--- config.mk ---
export PLATFORM = sky130hd
export DESIGN_NAME = search_best_tracker_flat
export DESIGN_NICKNAME = d
export VERILOG_FILES = /design/src/rtl/search_best_tracker_if.sv /design/src/rtl/search_best_tracker.sv /design/src/flat_wrapper.sv
export SDC_FILE = /design/constraint.sdc
export NUM_CORES = 1
export LEC_CHECK = 0
export ABC_AREA = 1
export ABC_CLOCK_PERIOD_IN_PS = 3600
export CORE_ASPECT_RATIO = 1.5
export CORE_MARGIN = 2
export CORE_UTILIZATION = 59
export DETAILED_ROUTE_END_ITERATION = 6
export PLACE_DENSITY = 0.85
export SKIP_LAST_GASP = 1
export SLEW_MARGIN = 15
export SYNTH_ARGS = -nofsm -noshare
export SYNTH_HDL_FRONTEND = slang
export SYNTH_SLANG_ARGS = --single-unit
--- constraint.sdc ---
create_clock -name clk -period 3.6 [get_ports clk]
set_input_delay 0.36 -clock clk [delete_from_list [all_inputs] [get_ports clk]]
set_output_delay 0.36 -clock clk [all_outputs]
set_load 0.02 [all_outputs]
--- src/rtl/search_best_tracker_if.sv ---
// Candidate handshake, score input and result handshake between the search
// controller side and search_best_tracker.
interface search_best_tracker_if #(
    parameter int unsigned IDX_WIDTH   = 16,
    parameter int unsigned SCORE_WIDTH = 8
);
    logic                   start;
    logic [IDX_WIDTH-1:0]   n_cand;
    logic [SCORE_WIDTH-1:0] threshold;
    logic                   cand_valid;
    logic [IDX_WIDTH-1:0]   cand_idx;
    logic                   cand_ready;
    logic [SCORE_WIDTH-1:0] score;
    logic                   busy;
    logic                   res_valid;
    logic                   res_ready;
    logic [SCORE_WIDTH-1:0] best_score;
    logic [IDX_WIDTH-1:0]   best_idx;
    logic [IDX_WIDTH-1:0]   hit_count;

    modport master (
        output start, n_cand, threshold, cand_valid, cand_idx, score, res_ready,
        input  cand_ready, busy, res_valid, best_score, best_idx, hit_count
    );

    modport slave (
        input  start, n_cand, threshold, cand_valid, cand_idx, score, res_ready,
        output cand_ready, busy, res_valid, best_score, best_idx, hit_count
    );
endinterface

--- src/rtl/search_best_tracker.sv ---
// Tracks best score, its candidate index and threshold hits over an N-candidate
// search, aligning issued indices with the pipelined comparison scores.
module search_best_tracker #(
    parameter int unsigned IDX_WIDTH   = 16,
    parameter int unsigned SCORE_WIDTH = 8,
    parameter int unsigned PIPE_LAT    = 3
) (
    input logic                  clk,
    input logic                  rst,
    search_best_tracker_if.slave bus
);
    localparam int unsigned LINE_W = PIPE_LAT * IDX_WIDTH;

    typedef enum logic [1:0] {IDLE, RUN, DONE} state_t;

    state_t                 state;
    logic [IDX_WIDTH-1:0]   n_lat;
    logic [SCORE_WIDTH-1:0] thr_lat;
    logic [IDX_WIDTH-1:0]   issued;
    logic [IDX_WIDTH-1:0]   received;
    logic [SCORE_WIDTH-1:0] best_score;
    logic [IDX_WIDTH-1:0]   best_idx;
    logic [IDX_WIDTH-1:0]   hit_count;
    logic                   busy;
    logic                   res_valid;
    logic [PIPE_LAT-1:0]    line_vld;
    logic [LINE_W-1:0]      line_idx;

    logic                   cand_ready;
    logic                   accept;
    logic                   emerge;
    logic [IDX_WIDTH-1:0]   emerge_idx;

    assign cand_ready = (state == RUN) && (issued < n_lat);
    assign accept     = bus.cand_valid && cand_ready;
    assign emerge     = (state == RUN) && line_vld[PIPE_LAT-1];
    assign emerge_idx = line_idx[LINE_W-1 -: IDX_WIDTH];

    assign bus.cand_ready = cand_ready;
    assign bus.busy       = busy;
    assign bus.res_valid  = res_valid;
    assign bus.best_score = best_score;
    assign bus.best_idx   = best_idx;
    assign bus.hit_count  = hit_count;

    // Index delay line: shifts every cycle so entries stay aligned with z even when idle.
    always_ff @(posedge clk) begin
        if (rst) begin
            line_vld <= '0;
        end else begin
            line_vld <= PIPE_LAT'({line_vld, accept});
        end
    end

    always_ff @(posedge clk) begin
        line_idx <= LINE_W'({line_idx, bus.cand_idx});
    end

    // Search control and result registers.
    always_ff @(posedge clk) begin
        if (rst) begin
            state      <= IDLE;
            n_lat      <= '0;
            thr_lat    <= '0;
            issued     <= '0;
            received   <= '0;
            best_score <= '0;
            best_idx   <= '0;
            hit_count  <= '0;
            busy       <= 1'b0;
            res_valid  <= 1'b0;
        end else begin
            case (state)
                IDLE: begin
                    if (bus.start) begin
                        n_lat      <= bus.n_cand;
                        thr_lat    <= bus.threshold;
                        issued     <= '0;
                        received   <= '0;
                        best_score <= '0;
                        best_idx   <= '0;
                        hit_count  <= '0;
                        busy       <= 1'b1;
                        if (bus.n_cand == '0) begin
                            state     <= DONE;
                            res_valid <= 1'b1;
                        end else begin
                            state <= RUN;
                        end
                    end
                end
                RUN: begin
                    if (accept) begin
                        issued <= issued + IDX_WIDTH'(1);
                    end
                    if (emerge) begin
                        // Strict greater-than keeps the earliest index on ties.
                        if ((received == '0) || (bus.score > best_score)) begin
                            best_score <= bus.score;
                            best_idx   <= emerge_idx;
                        end
                        if ((bus.score >= thr_lat) && (hit_count != '1)) begin
                            hit_count <= hit_count + IDX_WIDTH'(1);
                        end
                        received <= received + IDX_WIDTH'(1);
                        if ((received + IDX_WIDTH'(1)) == n_lat) begin
                            state     <= DONE;
                            res_valid <= 1'b1;
                        end
                    end
                end
                DONE: begin
                    if (bus.res_ready) begin
                        state     <= IDLE;
                        busy      <= 1'b0;
                        res_valid <= 1'b0;
                    end
                end
                default: begin
                    state     <= IDLE;
                    busy      <= 1'b0;
                    res_valid <= 1'b0;
                end
            endcase
        end
    end
endmodule
--- src/flat_wrapper.sv ---
// flat-port wrapper written by rule: the top's interface ports become plain ports
module search_best_tracker_flat 
#(
    parameter int unsigned IDX_WIDTH   = 16,
    parameter int unsigned SCORE_WIDTH = 8,
    parameter int unsigned PIPE_LAT    = 3
)
  (clk, rst, bus_start, bus_n_cand, bus_threshold, bus_cand_valid, bus_cand_idx, bus_score, bus_res_ready, bus_cand_ready, bus_busy, bus_res_valid, bus_best_score, bus_best_idx, bus_hit_count);
  search_best_tracker_if #(.IDX_WIDTH(IDX_WIDTH), .SCORE_WIDTH(SCORE_WIDTH)) bus_i ();
  input logic clk;
  input logic rst;
  input wire logic [$bits(bus_i.start)-1:0] bus_start;
  input wire logic [$bits(bus_i.n_cand)-1:0] bus_n_cand;
  input wire logic [$bits(bus_i.threshold)-1:0] bus_threshold;
  input wire logic [$bits(bus_i.cand_valid)-1:0] bus_cand_valid;
  input wire logic [$bits(bus_i.cand_idx)-1:0] bus_cand_idx;
  input wire logic [$bits(bus_i.score)-1:0] bus_score;
  input wire logic [$bits(bus_i.res_ready)-1:0] bus_res_ready;
  output wire logic [$bits(bus_i.cand_ready)-1:0] bus_cand_ready;
  output wire logic [$bits(bus_i.busy)-1:0] bus_busy;
  output wire logic [$bits(bus_i.res_valid)-1:0] bus_res_valid;
  output wire logic [$bits(bus_i.best_score)-1:0] bus_best_score;
  output wire logic [$bits(bus_i.best_idx)-1:0] bus_best_idx;
  output wire logic [$bits(bus_i.hit_count)-1:0] bus_hit_count;
  assign bus_i.start = bus_start;
  assign bus_i.n_cand = bus_n_cand;
  assign bus_i.threshold = bus_threshold;
  assign bus_i.cand_valid = bus_cand_valid;
  assign bus_i.cand_idx = bus_cand_idx;
  assign bus_i.score = bus_score;
  assign bus_i.res_ready = bus_res_ready;
  assign bus_cand_ready = bus_i.cand_ready;
  assign bus_busy = bus_i.busy;
  assign bus_res_valid = bus_i.res_valid;
  assign bus_best_score = bus_i.best_score;
  assign bus_best_idx = bus_i.best_idx;
  assign bus_hit_count = bus_i.hit_count;
  search_best_tracker #(.IDX_WIDTH(IDX_WIDTH), .SCORE_WIDTH(SCORE_WIDTH), .PIPE_LAT(PIPE_LAT)) u_core (.clk(clk), .rst(rst), .bus(bus_i));
endmodule
### Word level (Yosys, flattened, before mapping)

Index checks and enable logic that the tools add are counted.

| word-level totals | value |
|---|---|
| register bits after elaboration | 151 |
| input port bits | 53 |
| output and inout bits | 43 |

| operators by class | value |
|---|---|
| $add $sub $neg | 3 |
| order comparisons | 3 |
| eq/ne operators | 12 |
| multiplexer cells | 29 |
| bitwise operators | 1 |
| reductions and logical operators | 17 |

Operators with widths:

| operator | count |
|---|---|
| one-hot mux 16 bit (2 select lines) | 4 |
| 2-to-1 mux 16 bit | 7 |
| adder 16 x 1 -> 16 bit (second input constant) | 3 |
| logical NOT 16 bit | 2 |
| 2-to-1 mux 8 bit | 3 |
| equality test 16 bit | 1 |
| < comparator 16 bit | 1 |
| != test 16 bit (second input constant) | 1 |
| one-hot mux 8 bit (2 select lines) | 1 |
| AND reduction 4 bit | 3 |
| 2-to-1 mux 2 bit | 5 |
| != test 2 bit (second input constant) | 5 |
| AND reduction 3 bit | 3 |
| greater-or-equal comparator 8 bit | 1 |
| greater-than comparator 8 bit | 1 |
| 2-to-1 mux 1 bit | 6 |
| != test 2 x 1 -> 1 bit (second input constant) | 3 |
| one-hot mux 1 bit (3 select lines) | 2 |
| one-hot mux 2 bit (3 select lines) | 1 |
| AND reduction 5 bit | 1 |
| logical AND 1 bit | 4 |
| equality test 2 x 1 -> 1 bit (second input constant) | 1 |
| equality test 2 bit (second input constant) | 1 |
| logical NOT 2 bit | 1 |
| 4 further kinds | 4 |

### Depth between registers and ports, before layout

Gate-level depths: netlist of the first run.

| logic depth | value |
|---|---|
| depth in word-level cells | 5 |
| mapped depth | 17 |
| mapped depth without buffers | 17 |

### Least setup slack after synthesis of the first run

OpenSTA, ideal clock, no wires.

| path | value |
|---|---|
| path type | flip-flop to flip-flop |
| from | register u_core.hit_count[0], in the netlist u_core.bus.hit_count[0] |
| to | register u_core.hit_count[0], in the netlist u_core.bus.hit_count[0] |
| arrival time | 1886 ps |
| data required time | 3484 ps |
| setup slack | 1598 ps |
| cell stages (with the launch flop) | 12 |
| path buffers | 1 |
| clock period less this slack | 2002 ps |
| cell sequence | dfxtp_1 > ha_1 > nand2_2 > nor3_4 > nand4_1 > o21ai_1 > nand2_1 > nand2_4 > inv_1 > buf_2 > nor2_1 > nor2_1 |

| between the ends | value |
|---|---|
| cells in the longest elaborated chain, start to end | 4 |
| elaborated cells between the ends (all ways) | 8 |

Ends and longest elaborated chain:

| item | RTL line | source |
|---|---|---|
| from (decl) | search_best_tracker.sv:23 | `logic [IDX_WIDTH-1:0] hit_count;` |
| from (signal assigned) | search_best_tracker.sv:103 | `hit_count <= hit_count + IDX_WIDTH'(1);` |
| adder 16 x 1 -> 16 bit or != test 16 bit (tied branches) | search_best_tracker.sv:103, search_best_tracker.sv:102 |  |
| 2-to-1 mux 16 bit or logical AND 1 bit (tied branches) | search_best_tracker.sv:102 | `if ((bus.score >= thr_lat) && (hit_count != '1)) begin` |
| 2-to-1 mux 16 bit or != test 2 bit (tied branches) | n/a |  |
| one-hot mux 16 bit (2 select lines) or AND reduction 4 bit (tied branches) | n/a |  |

Parallel ways exist; a longest one is shown, timed or not. The select of a mux whose other input is x is not followed.
A chain may end at the register's enable or synchronous reset.

### Worst setup path in the final report of the first run

| path | value |
|---|---|
| from | register u_core.n_lat[13] |
| to | output port bus_cand_ready |

| between the ends | value |
|---|---|
| cells in the longest elaborated chain, start to end | 2 |

Ends and longest elaborated chain:

| item | RTL line | source |
|---|---|---|
| from (decl) | search_best_tracker.sv:17 | `logic [IDX_WIDTH-1:0] n_lat;` |
| from (signal assigned) | search_best_tracker.sv:76 | `n_lat <= bus.n_cand;` |
| < comparator 16 bit | search_best_tracker.sv:34 | `assign cand_ready = (state == RUN) && (issued < n_lat);` |
| logical AND 1 bit | search_best_tracker.sv:34 |  |
| to (decl) | flat_wrapper.sv:19 | `output wire logic [$bits(bus_i.cand_ready)-1:0] bus_cand_ready;` |

Every way passes these cells.

==> flow_metrics.py, run 1 <==
metrics = {
    "place": {
        "replace_congestion": 0.901,
        "dpl.hpwl_mm": 12.1,
        "dp_cells": 1142,
        "port_buffers": 95,
    },
    "sta": {
        "clock.fmax_mhz": 336,
        "timing_worst_slew_pin_value_ps": 850,
        "relSlewSlack_pct": 43.3,
        "setup_tns_ps": 0,
        "finalCritPeriodShare_pct": 82.8,
        "shortest_period_the_worst_path_allows_ps": 2980,
        "rsz_0062_raised_after_global_routing": "no",
        "clock-skew-final_ps": 8.49,
        "setup_viol": 0,
        "maxSlewViolCount": 0,
        "fin_hold_viols": 0,
    },
    "detailed_routing": {
        "route.detailed.drc": 0,
        "routedWlPerCell_um": 15.6,
        "ant_nets": 0,
        "routed_wirelength_mm": 18.3,
        "drt_first_pass_iters": 5,
        "drtIter0Drc": 411,
        "num_vias": 6558,
        "drt-vias-per-instance": 5.59,
    },
    "cts": {
        "cts_setup_buffers": 0,
        "clk_pin_slew_ps": 70,
        "total_of_cells_resized_after_clock_tree_synthesis": 0,
        "tritoncts": "done",
        "post_cts_hold_buffer_count": 0,
        "cts_root_buffer": "sky130_fd_sc_hd__clkbuf_16",
        "tritoncts_num_sinks": 151,
        "worst_skew_pair.late_latency_ps": 420,
        "clk_buf_depth": 2,
        "cts-buffers-inserted": 17,
        "htree_num_levels": 4,
    },
    "final_layout": {
        "layout-area-overhead-vs-synth_pct": 23.6,
        "stdcell_count": 1174,
        "antennaDiodeCount": 0,
        "fill_cells": 870,
        "final_cell_mix": "193 x sky130_fd_sc_hd__nand2_1, 151 x sky130_fd_sc_hd__dfxtp_1, 105 x sky130_fd_sc_hd__a21oi_1, 96 x sky130_fd_sc_hd__nand3_1, 94 x sky130_fd_sc_hd__clkdlybuf4s50_1",
        "final_common_cell": "sky130_fd_sc_hd__nand2_1",
        "final_layout_size_suffix_gt1_share_pct": 7.13,
        "fin_nets": 1099,
    },
    "floorplan": {
        "num_io_pins": 96,
        "placementRows": 48,
        "die_y_extent_um": 137,
        "initial_core_util_pct": 60.8,
        "die_w_um": 93.0,
        "die-area_um2": 12800,
        "design.core.area_um2": 11500,
    },
    "flow_run": {
        "maxCapViolCount": 0,
    },
    "synthesis": {
        "mappedNetlistArea_um2": 7010,
        "async_set_or_reset_flop_fraction_in_the_synthesized_netlist_pct": 0,
        "postSynthCellCount": 927,
        "postSynthNetCount": 1015,
        "synth_edf_count": 0,
        "seq_area_frac_synth_pct": 43.1,
        "yosys_most_used_dff": "sky130_fd_sc_hd__dfxtp_1",
        "synth_cell_types": 40,
        "synth_seq_cells": 151,
        "postSynthAreaPerCell_um2": 7.56,
        "synthesis.yosys.warnings": 0,
    },
    "worst_setup_path": {
        "critPathCaptureType": "primary output",
        "timing.critical_path.required_ps": 3240,
        "timing.critical_path.buf_inv": 3,
        "cp.arrival_ps": 2620,
        "worst_path_cell_trace": "inv_1 -> ha_1 -> nand2_1 -> inv_1 -> o21ai_0 -> nand3_1 -> a41oi_1 -> and2_1 -> clkdlybuf4s50_1",
        "critPathTopFamily": "buffers and inverters",
        "timing.setup.critical_path_class": "flop to primary output",
        "timing.critical_path.fanout_max": 3,
        "cpPeakStageDelay_ps": 590,
        "slowest_cp_cell": "sky130_fd_sc_hd__clkdlybuf4s50_1",
        "critical-path-top-cell-by-count": "sky130_fd_sc_hd__inv_1",
        "start_kind": "flop",
    },
    "min_path": {
        "worstHoldPathType": "flop to flop",
    },
    "grt": {
        "number_of_global_route_vias_before_repair": 6209,
        "grt_first_pass_wirelength_mm": 29.5,
        "grt_max_degree": 74,
        "overflow": 0,
        "grt_usage_pct": 29.3,
        "grt_antenna_before_repair": 0,
    },
    "pwr": {
        "power.density_cell_area_nw_per_um2": 511,
        "static-leakage-power_nw": 3.27,
        "worst_ir_drop_vdd_mv": 0.506,
    },
    "run_status": {
        "run_status": "finished, final reports clean",
    },
}
metal layers:
metal | track usage [%] | wire [um] | share of wire [%] | vias to the layer above
met3 | 6.18 | 1040 | 5.7 | 45
li1 | - | - | - | 3231
met1 | 32.7 | 7040 | 38 | 3033
met2 | 53.6 | 9660 | 53 | 249
met5 | 0 | 0 | 0 | -
met4 | 12.1 | 570 | 3.1 | 0
worst register-to-register path, stage by stage (launching register included):
cell	delay (ps)
sky130_fd_sc_hd__dfxtp_1	450
sky130_fd_sc_hd__nor2_4	70
sky130_fd_sc_hd__inv_1	90
sky130_fd_sc_hd__nor2_2	40
sky130_fd_sc_hd__buf_4	210
sky130_fd_sc_hd__nor2_4	370
sky130_fd_sc_hd__inv_2	190
sky130_fd_sc_hd__nand2_2	420
sky130_fd_sc_hd__inv_2	290
sky130_fd_sc_hd__nand3_1	180
sky130_fd_sc_hd__a21oi_1	90
synth_stat cells (2+ instances only):
library cell	count	area share, %
sky130_fd_sc_hd__nand2_1	194	10
sky130_fd_sc_hd__dfxtp_1	151	43
sky130_fd_sc_hd__a21oi_1	105	7.5
sky130_fd_sc_hd__nand3_1	96	6.9
sky130_fd_sc_hd__inv_1	89	4.8
sky130_fd_sc_hd__nor2_1	70	3.7
sky130_fd_sc_hd__ha_1	35	6.3
sky130_fd_sc_hd__o21ai_0	34	2.4
sky130_fd_sc_hd__xor2_1	25	3.1
sky130_fd_sc_hd__clkbuf_1	23	1.2
sky130_fd_sc_hd__nand4_1	17	1.5
sky130_fd_sc_hd__nor4_1	13	1.2
sky130_fd_sc_hd__nor3_1	11	0.79
sky130_fd_sc_hd__nand2_2	10	0.89
sky130_fd_sc_hd__buf_2	7	0.50
sky130_fd_sc_hd__nor2_4	6	0.96
sky130_fd_sc_hd__nor2_2	5	0.45
sky130_fd_sc_hd__buf_4	4	0.43
sky130_fd_sc_hd__inv_2	3	0.16
sky130_fd_sc_hd__a211oi_1	2	0.21
sky130_fd_sc_hd__buf_1	2	0.11
sky130_fd_sc_hd__nand2_4	2	0.32
sky130_fd_sc_hd__nand3_2	2	0.29
sky130_fd_sc_hd__nor3b_1	2	0.21
sky130_fd_sc_hd__o21ai_1	2	0.14
sky130_fd_sc_hd__xnor2_1	2	0.25
sky130_fd_sc_hd__xnor3_1	2	0.64
registers in the layout, indices dropped and copies added, names as in the netlist:
signal	cells
u_core.bus.busy	1
u_core.bus.best_idx	16
u_core.line_idx	48
u_core.bus.hit_count	16
u_core.bus.best_score	8
u_core.state	2
u_core.bus.res_valid	1
u_core.received	16
u_core.thr_lat	8
u_core.n_lat	16
u_core.line_vld	3
u_core.issued	16
cell type report:
type	instances	area, um2	area share (%)
Multi-Input combinational cell	647	3480	40.2
Clock inverter	15	206	2.38
Timing Repair Buffer	101	991	11.4
Clock buffer	17	425	4.91
Sequential cell	151	3020	34.9
Tap cell	150	188	2.17
Inverter	93	349	4.03
power breakdown:
part	leakage, nW	switching, mW	internal, mW
Clock	0.309	0.784	1.13
Combinational	1.72	0.440	0.246
Sequential	1.24	0.0567	1.77
final timing paths:
check                      start                       end  slack, ps  depth (start not counted)
max reg2reg      u_core.state[1]  u_core.bus.best_score[7]       1040                         10
min reg2reg  u_core.line_idx[23]       u_core.line_idx[39]        330                          0
min          u_core.line_idx[23]       u_core.line_idx[39]        330                          0
max             u_core.n_lat[13]            bus_cand_ready        620                          9
logic make-up after synthesis:
kind of cell             after synthesis  synth area share, %
flip-flops                           151                 43.1
XOR/XNOR                              29                 4.02
AO/OA/AOI/OAI                        150                 11.1
adder cells (fa/ha/maj)               35                 6.25
AND/OR/NAND/NOR                      433                 28.2
buffers and inverters                129                 7.25
per-stage QoR:
| stage | total power [mW] | setup slack (ps) | util (%) | hold slack [ps] | area [um2] |
|---|---|---|---|---|---|
| after floorplan | 2.30 | 1600 | - | 310 | 7010 |
| after global placement | 2.52 | 758 | 69.6 | 310 | 8030 |
| after detailed placement | 2.53 | 704 | 69.6 | 312 | 8030 |
| after CTS | 4.43 | 618 | 75.1 | 327 | 8660 |
| after global routing | 4.58 | 471 | 75.1 | 338 | 8660 |
| final | 4.42 | 620 | 75.1 | 327 | 8660 |
Power figures use the tool's default switching activity.
==> run 2, diff against run 1 <==
--- a/config.mk
+++ b/config.mk
@@ -6,12 +6,12 @@
 export NUM_CORES = 1
 export LEC_CHECK = 0
 export ABC_AREA = 1
-export ABC_CLOCK_PERIOD_IN_PS = 3600
+export ABC_CLOCK_PERIOD_IN_PS = 3000
 export CORE_ASPECT_RATIO = 1.5
 export CORE_MARGIN = 2
-export CORE_UTILIZATION = 59
+export CORE_UTILIZATION = 55
 export DETAILED_ROUTE_END_ITERATION = 6
-export PLACE_DENSITY = 0.85
+export PLACE_DENSITY = 0.8
 export SKIP_LAST_GASP = 1
 export SLEW_MARGIN = 15
 export SYNTH_ARGS = -nofsm -noshare
==> constraint.sdc (replaced) <==
create_clock -name clk -period 3 [get_ports clk]
set_input_delay 0.3 -clock clk [delete_from_list [all_inputs] [get_ports clk]]
set_output_delay 0.3 -clock clk [all_outputs]
set_load 0.02 [all_outputs]
==> flow_metrics.py, run 2 (synthesis results as in run 1) <==
metrics = {
    "sta": {
        "finalCritPeriodShare_pct": 93.8,
        "relSlewSlack_pct": 41.6,
        "fin_hold_viols": 0,
        "setup_tns_ps": 0,
        "setup_viol": 0,
        "clock-skew-final_ps": 15.2,
        "shortest_period_the_worst_path_allows_ps": 2810,
        "finalWorstSetupSlack_ps": 186,
        "rsz_0062_raised_after_global_routing": "no",
        "clock.fmax_mhz": 355,
        "timing_worst_slew_pin_value_ps": 874,
        "maxSlewViolCount": 0,
    },
    "detailed_routing": {
        "routed_wirelength_mm": 17.4,
        "drtIter0Drc": 290,
        "drt_first_pass_iters": 5,
        "route.detailed.drc": 0,
        "num_vias": 6373,
        "drt-vias-per-instance": 5.40,
        "ant_nets": 0,
        "routedWlPerCell_um": 14.7,
    },
    "worst_setup_path": {
        "timing.critical_path.buf_inv": 3,
        "cp.arrival_ps": 2510,
        "worst_path_cell_trace": "inv_1 -> ha_1 -> nand2_1 -> inv_1 -> o21ai_0 -> nand3_1 -> a41oi_2 -> and2_1 -> clkdlybuf4s50_1",
        "timing.setup.critical_path_class": "flop to primary output",
        "critPathTopFamily": "buffers and inverters",
        "timing.critical_path.fanout_max": 3,
        "cpPeakStageDelay_ps": 590,
        "start_kind": "flop",
        "critical-path-top-cell-by-count": "sky130_fd_sc_hd__inv_1",
        "worst-r2r-setup-slack_ps": 510,
        "timing.critical_path.required_ps": 2700,
        "critPathCaptureType": "primary output",
        "slowest_cp_cell": "sky130_fd_sc_hd__clkdlybuf4s50_1",
    },
    "place": {
        "pre_cts_slack_ps": 216,
        "dpl.hpwl_mm": 11.9,
        "dp_cells": 1148,
        "port_buffers": 95,
        "replace_congestion": 0.875,
    },
    "grt": {
        "grt_usage_pct": 26.1,
        "grt_antenna_before_repair": 0,
        "grt_first_pass_wirelength_mm": 28.0,
        "number_of_global_route_vias_before_repair": 6083,
        "grt_max_degree": 74,
        "overflow": 0,
    },
    "floorplan": {
        "die_y_extent_um": 142,
        "num_io_pins": 96,
        "design.core.area_um2": 12400,
        "placementRows": 50,
        "die_w_um": 96.2,
        "die-area_um2": 13700,
        "initial_core_util_pct": 56.3,
    },
    "pwr": {
        "worst_ir_drop_vdd_mv": 0.570,
        "power.density_cell_area_nw_per_um2": 593,
        "static-leakage-power_nw": 3.26,
    },
    "flow_run": {
        "maxCapViolCount": 0,
    },
    "cts": {
        "clk_buf_depth": 2,
        "cts_root_buffer": "sky130_fd_sc_hd__clkbuf_16",
        "tritoncts_num_sinks": 151,
        "htree_num_levels": 4,
        "worst_skew_pair.late_latency_ps": 420,
        "cts_setup_buffers": 0,
        "tritoncts": "done",
        "clk_pin_slew_ps": 80,
        "cts-buffers-inserted": 17,
    },
    "final_layout": {
        "layout-area-overhead-vs-synth_pct": 23.3,
        "finish.utilization_pct": 69.4,
        "fin_nets": 1099,
        "top_register": "u_core.line_idx",
        "largest_reg_flops": 48,
        "antennaDiodeCount": 0,
        "stdcell_count": 1180,
        "final_layout_size_suffix_gt1_share_pct": 7.23,
        "final_cell_mix": "193 x sky130_fd_sc_hd__nand2_1, 151 x sky130_fd_sc_hd__dfxtp_1, 105 x sky130_fd_sc_hd__a21oi_1, 96 x sky130_fd_sc_hd__nand3_1, 94 x sky130_fd_sc_hd__clkdlybuf4s50_1",
        "final_common_cell": "sky130_fd_sc_hd__nand2_1",
    },
    "min_path": {
        "worstHoldPathType": "primary input to flop",
    },
    "run_status": {
        "run_status": "finished, final reports clean",
    },
}
-- run 2: changes by cell type in the layout (fill, tap and decap cells not counted), moves of 2 or more --
cell                        change
sky130_fd_sc_hd__bufinv_16      -3
sky130_fd_sc_hd__clkinv_8       +3
sky130_fd_sc_hd__clkinv_4       +2
sky130_fd_sc_hd__inv_6          -2
-- run 2: report_power, final --
group	switching, mW	total [mW]	internal [mW]
Clock	0.992	2.12	1.12
Combinational	0.520	0.816	0.296
Sequential	0.0631	2.19	2.12
Total	1.58	5.12	3.54
-- run 2: worst register-to-register path, delay by kind of cell (launching register included) --
| kind | cells | cell delay (ps) |
|---|---|---|
| simple gates | 7 | 1240 |
| flops | 1 | 460 |
| fa+ha+maj | 1 | 240 |
| buf+inv | 1 | 240 |
| compound gates | 1 | 190 |
-- run 2: worst paths after layout --
path / from / endpoint / cells past startpoint
setup / recovery: u_core.n_lat[13] / bus_cand_ready / 9
setup reg to reg: u_core.bus.hit_count[0] / u_core.bus.hit_count[1] / 10
hold reg to reg: u_core.line_idx[0] / u_core.line_idx[16] / 0
hold / removal: bus_cand_idx[2] / u_core.line_idx[2] / 1
-- run 2: per-stage QoR --
stage | instance area (um2) | hold WS (ps) | power [mW]
finish | 8640 | 313 | 5.12
global route | 8640 | 307 | 5.34
CTS | 8630 | 306 | 5.15
detailed placement | 8040 | 312 | 3.03
global placement | 8040 | 310 | 3.02
floorplan | 7010 | 310 | 2.76
-- run 2: routing by layer --
metal  routed length [um]  global-route usage, %  vias up
met3                  947                   6.94       38
met1                 6900                   29.4     2946
met2                 8960                   45.8      165
met4                  548                   10.5        0
met5                    0                      0        -
li1                     -                      -     3224
-- run 2: cell type report --
cell class                 instances  area (um2)
clock buffer                      17         425
multi-input combinational        647        3490
sequential                       151        3020
timing repair buffer             101         991
inverter                          93         349
tap                              156         195
clock inverter                    15         169
fill                             973        3810
-- run 2: timing repair --
item / CTS / global route
hold buffers: 0 / 0
resized for setup: 0 / 1
endpoints found under the setup margin: 0 / 1
